[config.mk]
export PLATFORM = sky130hd
export DESIGN_NAME = sd_cmd_sequencer
export DESIGN_NICKNAME = d
export VERILOG_FILES = /design/src/rtl/sd_cmd_sequencer.sv
export SDC_FILE = /design/constraint.sdc
export NUM_CORES = 1
export LEC_CHECK = 0
export CORE_ASPECT_RATIO = 0.8
export CORE_UTILIZATION = 42
export DETAILED_ROUTE_END_ITERATION = 16
export GPL_TIMING_DRIVEN = 0
export PLACE_DENSITY_LB_ADDON = 0.1
export SLEW_MARGIN = 20
export SYNTH_ARGS = -nofsm -noshare
export SYNTH_HDL_FRONTEND = slang
export SYNTH_SLANG_ARGS = --single-unit
[constraint.sdc]
create_clock -name CLK -period 1.63 [get_ports CLK]
set_input_delay 0.326 -clock CLK [delete_from_list [all_inputs] [get_ports CLK]]
set_output_delay 0.326 -clock CLK [all_outputs]
set_load 0.01 [all_outputs]
[src/rtl/sd_cmd_sequencer.sv]
// SD CMD-line transaction sequencer: send command, capture 48-bit response, enforce Ncc gap.
// Optional macro SD_RESP_CRC_CHECK_EN adds CRC7 checking of the captured response.
module sd_cmd_sequencer #(
  parameter int unsigned CMD_WIDTH    = 38,
  parameter int unsigned RESP_LEN     = 48,
  parameter int unsigned RESP_TIMEOUT = 64,
  parameter int unsigned NCC_GAP      = 8
) (
  input  logic                 CLK,
  input  logic                 RST,
  input  logic                 REQ,
  input  logic [5:0]           CMDIDX,
  input  logic [31:0]          CMDARG,
  input  logic                 RESPEXP,
  output logic                 BUSY,
  output logic                 DONE,
  output logic                 TIMEOUT,
  output logic                 RESPERR,
  output logic [RESP_LEN-1:0]  RESP,
  output logic                 CONVENA,
  output logic [CMD_WIDTH-1:0] CONVCMD,
  input  logic                 CONVCOMPLT,
  input  logic                 SDCMDIN
);

  localparam int unsigned MAX_A    = (RESP_TIMEOUT > RESP_LEN) ? RESP_TIMEOUT : RESP_LEN;
  localparam int unsigned CNT_MAX  = (MAX_A > NCC_GAP) ? MAX_A : NCC_GAP;
  localparam int unsigned CNT_W    = $clog2(CNT_MAX + 1);
  localparam int unsigned CRC_BITS = RESP_LEN - 8;

  typedef enum logic [2:0] {
    S_IDLE,
    S_SEND,
    S_WAITRESP,
    S_RECV,
    S_GAP
  } state_t;

  state_t                state, state_nxt;
  logic [CNT_W-1:0]      cnt, cnt_nxt, cnt_inc;
  logic                  respexp_q, respexp_nxt;
  logic                  busy_nxt, done_nxt, timeout_nxt, resperr_nxt, convena_nxt;
  logic [RESP_LEN-1:0]   resp_nxt, resp_shift;
  logic [CMD_WIDTH-1:0]  convcmd_nxt;
  logic                  frame_err;
  logic                  crc_err;

  assign cnt_inc    = cnt + CNT_W'(1);
  assign resp_shift = {RESP[RESP_LEN-2:0], SDCMDIN};
  // Framing as it will look once the final (end) bit is shifted in
  assign frame_err  = resp_shift[RESP_LEN-2] | ~resp_shift[0];

`ifdef SD_RESP_CRC_CHECK_EN
  localparam logic [5:0] IDX_R3 = 6'd41;

  logic [6:0] crc_q, crc_step;

  function automatic logic [6:0] crc7_next(input logic [6:0] crc, input logic din);
    logic fb;
    fb = crc[6] ^ din;
    return {crc[5:0], 1'b0} ^ (fb ? 7'h09 : 7'h00);
  endfunction

  assign crc_step = crc7_next(crc_q, SDCMDIN);
  // R3 carries all-ones in place of a CRC
  assign crc_err  = (crc_q != resp_shift[7:1]) && (CONVCMD[CMD_WIDTH-1 -: 6] != IDX_R3);

  // CRC accumulates the start bit and the following payload bits, up to bit 8
  always_ff @(posedge CLK or negedge RST) begin
    if (!RST) begin
      crc_q <= 7'h00;
    end else if (state == S_IDLE && REQ) begin
      crc_q <= 7'h00;
    end else if ((state == S_WAITRESP && !SDCMDIN) ||
                 (state == S_RECV && cnt < CNT_W'(CRC_BITS))) begin
      crc_q <= crc_step;
    end
  end
`else
  assign crc_err = 1'b0;
`endif

  // State and output registers
  always_ff @(posedge CLK or negedge RST) begin
    if (!RST) begin
      state     <= S_IDLE;
      cnt       <= '0;
      respexp_q <= 1'b0;
      BUSY      <= 1'b0;
      DONE      <= 1'b0;
      TIMEOUT   <= 1'b0;
      RESPERR   <= 1'b0;
      RESP      <= '0;
      CONVENA   <= 1'b0;
      CONVCMD   <= '0;
    end else begin
      state     <= state_nxt;
      cnt       <= cnt_nxt;
      respexp_q <= respexp_nxt;
      BUSY      <= busy_nxt;
      DONE      <= done_nxt;
      TIMEOUT   <= timeout_nxt;
      RESPERR   <= resperr_nxt;
      RESP      <= resp_nxt;
      CONVENA   <= convena_nxt;
      CONVCMD   <= convcmd_nxt;
    end
  end

  // Next-state and next-output logic
  always_comb begin
    state_nxt   = state;
    cnt_nxt     = cnt;
    respexp_nxt = respexp_q;
    busy_nxt    = BUSY;
    done_nxt    = 1'b0;
    timeout_nxt = TIMEOUT;
    resperr_nxt = RESPERR;
    resp_nxt    = RESP;
    convena_nxt = CONVENA;
    convcmd_nxt = CONVCMD;

    case (state)
      S_IDLE: begin
        if (REQ) begin
          convcmd_nxt = CMD_WIDTH'({CMDIDX, CMDARG});
          respexp_nxt = RESPEXP;
          timeout_nxt = 1'b0;
          resperr_nxt = 1'b0;
          resp_nxt    = '0;
          busy_nxt    = 1'b1;
          convena_nxt = 1'b1;
          cnt_nxt     = '0;
          state_nxt   = S_SEND;
        end
      end

      S_SEND: begin
        if (CONVCOMPLT) begin
          convena_nxt = 1'b0;
          cnt_nxt     = '0;
          state_nxt   = respexp_q ? S_WAITRESP : S_GAP;
        end
      end

      S_WAITRESP: begin
        if (!SDCMDIN) begin
          resp_nxt  = resp_shift;
          cnt_nxt   = CNT_W'(1);
          state_nxt = S_RECV;
        end else if (cnt_inc == CNT_W'(RESP_TIMEOUT)) begin
          // The final silent sample cycle doubles as the first gap cycle
          timeout_nxt = 1'b1;
          cnt_nxt     = CNT_W'(1);
          state_nxt   = S_GAP;
        end else begin
          cnt_nxt = cnt_inc;
        end
      end

      S_RECV: begin
        resp_nxt = resp_shift;
        cnt_nxt  = cnt_inc;
        if (cnt_inc == CNT_W'(RESP_LEN)) begin
          resperr_nxt = frame_err | crc_err;
          cnt_nxt     = '0;
          state_nxt   = S_GAP;
        end
      end

      S_GAP: begin
        if (cnt == CNT_W'(NCC_GAP)) begin
          done_nxt  = 1'b1;
          busy_nxt  = 1'b0;
          cnt_nxt   = '0;
          state_nxt = S_IDLE;
        end else begin
          cnt_nxt = cnt_inc;
        end
      end

      default: begin
        state_nxt = S_IDLE;
      end
    endcase
  end

endmodule

==> out/results.env <==
STATUS='complete, but fails checks'
VIOLATIONS='setup timing'
ASYNC_RESET_FF_SHARE_PCT=100
TOTAL_CORE_AREA_MM2=0.0102
CRITICAL_PATH_REQUIRED_NS=1.88
SETUP_VIOL=26
COUNT_OF_VIAS_PLACED_BY_THE_DETAILED_ROUTER=3651
PEAK_VDD_IR_uV=1160
P_PER_AREA_mW_PER_MM2=1520
FF2FF_SETUP_SLACK_NS=-0.15
DRC=0
STARTPOINT_TYPE='flip-flop'
CTS_ROOT_BUFFER='clkbuf_16'
DRT_PASS1_ITERATIONS=4
FILL_CELL_COUNT=806
RR_ENDPOINT='cnt[0]$_DFFE_PN0P_'
POST-SYNTH-TOP-AREA-FRACTION_PCT=58.0
DRT-WIRELENGTH-PER-CELL_UM=15.5
CLOCK_INSERTION_DELAY_WORST_SKEW_NS=0.34
CRITICAL_PATH_ARRIVAL_NS=2.03
AREA_GROWTH_PCT=55.8
LARGEST_CELLS_BY_AREA_AFTER_SYNTHESIS='dfrtp_1, nand2_1, mux2_2, nand3_1, buf_2'
NUM_ANTENNA_CELLS=0
SYNTHESIZED_AREA_PER_CELL_UM2=10.4
SYNTH_MUX_AREA_SHARE_PCT=10.2
CLOCK_SINKS=102
WORST-PATH-MAX-FANOUT=6
GRT_PASS1_VIAS=3687
TIMING.FINAL.WS_SETUP_NS=-0.145
FINAL_MAX_SLEW_VIOL_COUNT=0
FIN_CLK_SKEW_NS=0.00742
CTS_HTREE_LEVELS=3
ANTENNA_VIOLATIONS_BEFORE_REPAIR=0
PIN_COUNT_OF_THE_BIGGEST_NET_ENTERING_GLOBAL_ROUTING=53
CLOCK_TREE.BUFFER_DEPTH=2
CRITICAL_PATH.STARTPOINT='cnt[0]$_DFFE_PN0P_'
SEQCELLAREA_MM2=0.00256
AREA_TAKEN_BY_MULTI_INPUT_LOGIC_GATES_MM2=0.00195
UNREPAIRED_SETUP_ENDPOINTS_AFTER_GLOBAL_ROUTING='true'
LAYOUT.NETS=635
WORSTSETUPENDPOINT='cnt[0]$_DFFE_PN0P_'
VIASPERCELL=4.97
PLACEMENTROWS=33
GRT_UTIL_ALL_LAYERS_PCT=21.7
INITIAL_UTILIZATION_PCT=43.2
WIRE_LENGTH_OF_THE_FIRST_GLOBAL_ROUTING_PASS_UM=18100
DETAILEDROUTE.FIRSTITERATIONVIOLATIONS=194
SYNTHESIS.YOSYS.WARNINGS=0
MAXCAPVIOLATIONS=0
YS_FF_LATCH=102
YOSYS.CELL_TYPES.COUNT=46
SYN-CELL-AREA_MM2=0.00440
COMPOUND_CELL_AREA_SHARE_OF_THE_YOSYS_NETLIST_PCT=6.00
GPL.FINAL_WEIGHTED_CONGESTION=0.881
WORST_HOLD_PATH_TYPE='reg2reg'
HOLD_VIOLATIONS=0
GRT-OVFL-TOTAL=0
WORST_SETUP_PATH_END_KIND='flip-flop'
FF2FF_PATH_DEPTH=7
ROUTE.ANTENNA.REMAINING_NETS=0
ROUTED_WL_UM=11400
LAYOUT.CELLS.NON_FILLER=734
SETUP-TNS-FINAL_NS=-0.769
DIE_HEIGHT_UM=93.6
DP_CELLS=700
NUMBER_OF_BUFFERS_INSERTED_DURING_CLOCK_TREE_SYNTHESIS=9
SYNTH_SIMPLE_GATE_AREA_SHARE_PCT=20.6
SYNTH_XOR_AREA_SHARE_PCT=0.199
DETAILED_PLACER_S_ENDING_HPWL_UM=7360
MAX_SLEW.WORST_PIN.SLEW_NS=0.491
SYN_NETS=471
SYNTH.YOSYS.SEQ_AREA_SHARE_PCT=58.0
MIN_PERIOD_OVER_PERIOD_PCT=109
P_LEAK_nW=3.72
FIN_CRIT_NS=1.78
CLKSLEWWORSTSETUPHOLDPATHS_NS=0.07
PIN_COUNT=135
SYNTH_TOP_FAMILY_BY_AREA='simple AND/OR/NAND/NOR gates'
POSTSYNTHCELLCOUNT=425
DIE-WIDTH_UM=116
RR_STARTPOINT='cnt[0]$_DFFE_PN0P_'
SYNTH_FF_TYPE='dfrtp_1'
FINAL_HOLD_SLACK_NS=0.489
FLOORPLAN.DIE_AREA_MM2=0.0109
SYNTH_TOP_CELL_BY_AREA='dfrtp_1'
LAYOUT-DRIVE-GT1-SHARE_PCT=23.4
CLOCK_TREE_FROM_TRITONCTS='built'
MAX_FREQ_GHz=0.563
SLEW-LIMIT-HEADROOM_PCT=67.3
ADDER_CELL_AREA_SHARE_OF_THE_YOSYS_NETLIST_PCT=0.569
IO_BUFFER_COUNT=134
NUMBER_OF_SYNTHESIZED_FLOPS_WITH_AN_ENABLE_PIN=0
WORST-SETUP-PATH-TYPE='reg2reg'
final cells by class:
class / instances / share of cell area, %
Sequential cell: 102 / 37.3
Multi-Input combinational cell: 285 / 28.4
Clock buffer: 11 / 3.54
Timing Repair Buffer: 153 / 23.3
Tap cell: 140 / 2.55
Buffer: 29 / 3.94
Inverter: 9 / 0.529
Clock inverter: 5 / 0.511
how the worst min path moves through the flow:
stage | startpoint | end | slack, ns | depth (start not counted)
2_1_floorplan | RST | BUSY$_DFFE_PN0P_ | 0.03 | 0
3_3_place_gp | CONVCMD[12]$_DFFE_PN0P_ | CONVCMD[12]$_DFFE_PN0P_ | 0.47 | 1
3_5_place_dp | RST | CONVCMD[25]$_DFFE_PN0P_ | 0.31 | 1
4_1_cts | RESP[46]$_DFFE_PN0P_ | RESP[46]$_DFFE_PN0P_ | 0.50 | 2
5_1_grt | RESP[28]$_DFFE_PN0P_ | RESP[28]$_DFFE_PN0P_ | 0.52 | 2
6_report | RESP[46]$_DFFE_PN0P_ | RESP[46]$_DFFE_PN0P_ | 0.49 | 2
worst max-delay path: stages, from the launching register on:
cell and delay (ns):
dfrtp_1 0.39, buf_6 0.14, a211o_1 0.27, a21oi_2 0.18, buf_4 0.14, o21ai_2 0.05
a2111o_1 0.39, a31oi_1 0.14
what timing repair did:
action | in CTS | in global routing
resized for setup | 59 | 103
buffers inserted | 11 | 5
endpoints found under the setup margin | 103 | 85
hold buffers | 1 | 0
gates cloned | 0 | 1
hold endpoints to repair | 50 | 0
pin swaps | 14 | 14
power by group:
part           internal, mW  switching [mW]
logic                  2.63            2.24
registers              3.14           0.387
clock network          1.08           0.920
cell usage after synthesis (4+ instances only):
library cell    n
mux2_2         37
nor2_1         13
nor3_1          5
inv_1           8
dfrtp_1       102
a21oi_1         8
buf_4           4
clkbuf_1        8
buf_2          14
o21ai_0        13
nand2_1       111
nand3_1        51
o22ai_1         4
registers in the layout (all words and copies together) (netlist names):
| register | count |
|---|---|
| respexp_q | 1 |
| cnt | 7 |
| BUSY | 1 |
| DONE | 1 |
| CONVCMD | 38 |
| TIMEOUT | 1 |
| CONVENA | 1 |
| state | 3 |
| RESPERR | 1 |
| RESP | 48 |
logic make-up (layout without fill, tap and decap cells):
kind of cell	after synthesis	after routing
simple gates	200	200
flops	102	102
compound gates	42	42
mux	40	40
buf+inv	38	207
fa+ha+maj	2	2
xor+xnor	1	1
metal layers:
| layer | wire length [um] | GRT usage, % | vias to the layer above | share of wire (%) |
|---|---|---|---|---|
| met5 | 0 | 0 | - | 0 |
| met3 | 964 | 9.66 | 4 | 8.5 |
| li1 | - | - | 1759 | - |
| met2 | 5250 | 32.5 | 104 | 46 |
| met1 | 5090 | 28.4 | 1784 | 45 |
| met4 | 45 | 5.77 | 0 | 0.40 |
placed cells by master (no fill, tap or decap), drive strengths merged, types with 3 or more instances in the layout:
cell	synthesis	final
clkbuf	8	21
dlygate4sd2	0	8
o22ai	4	4
nor2	13	13
nor2b	3	3
nor3	5	5
dfrtp	102	102
clkdlybuf4s50	0	92
mux2	39	39
nand2	111	111
o21ai	15	15
buf	21	37
nand3	51	51
inv	9	9
clkinv	0	4
a21oi	10	10
dlymetal6s2s	0	33
through the flow:
step / setup WS, ns / utilization [%] / area [um^2] / total power [mW]
after floorplan: 0.0310 / - / 4410 / 5.58
after global placement: -3.67 / 58.1 / 5930 / 7.26
after detailed placement: -0.539 / 58.4 / 5950 / 7.33
after CTS: -0.0710 / 63.6 / 6480 / 9.78
after global routing: -0.206 / 67.2 / 6860 / 10.9
final: -0.145 / 67.2 / 6860 / 10.4
Power figures use the tool's default switching activity.
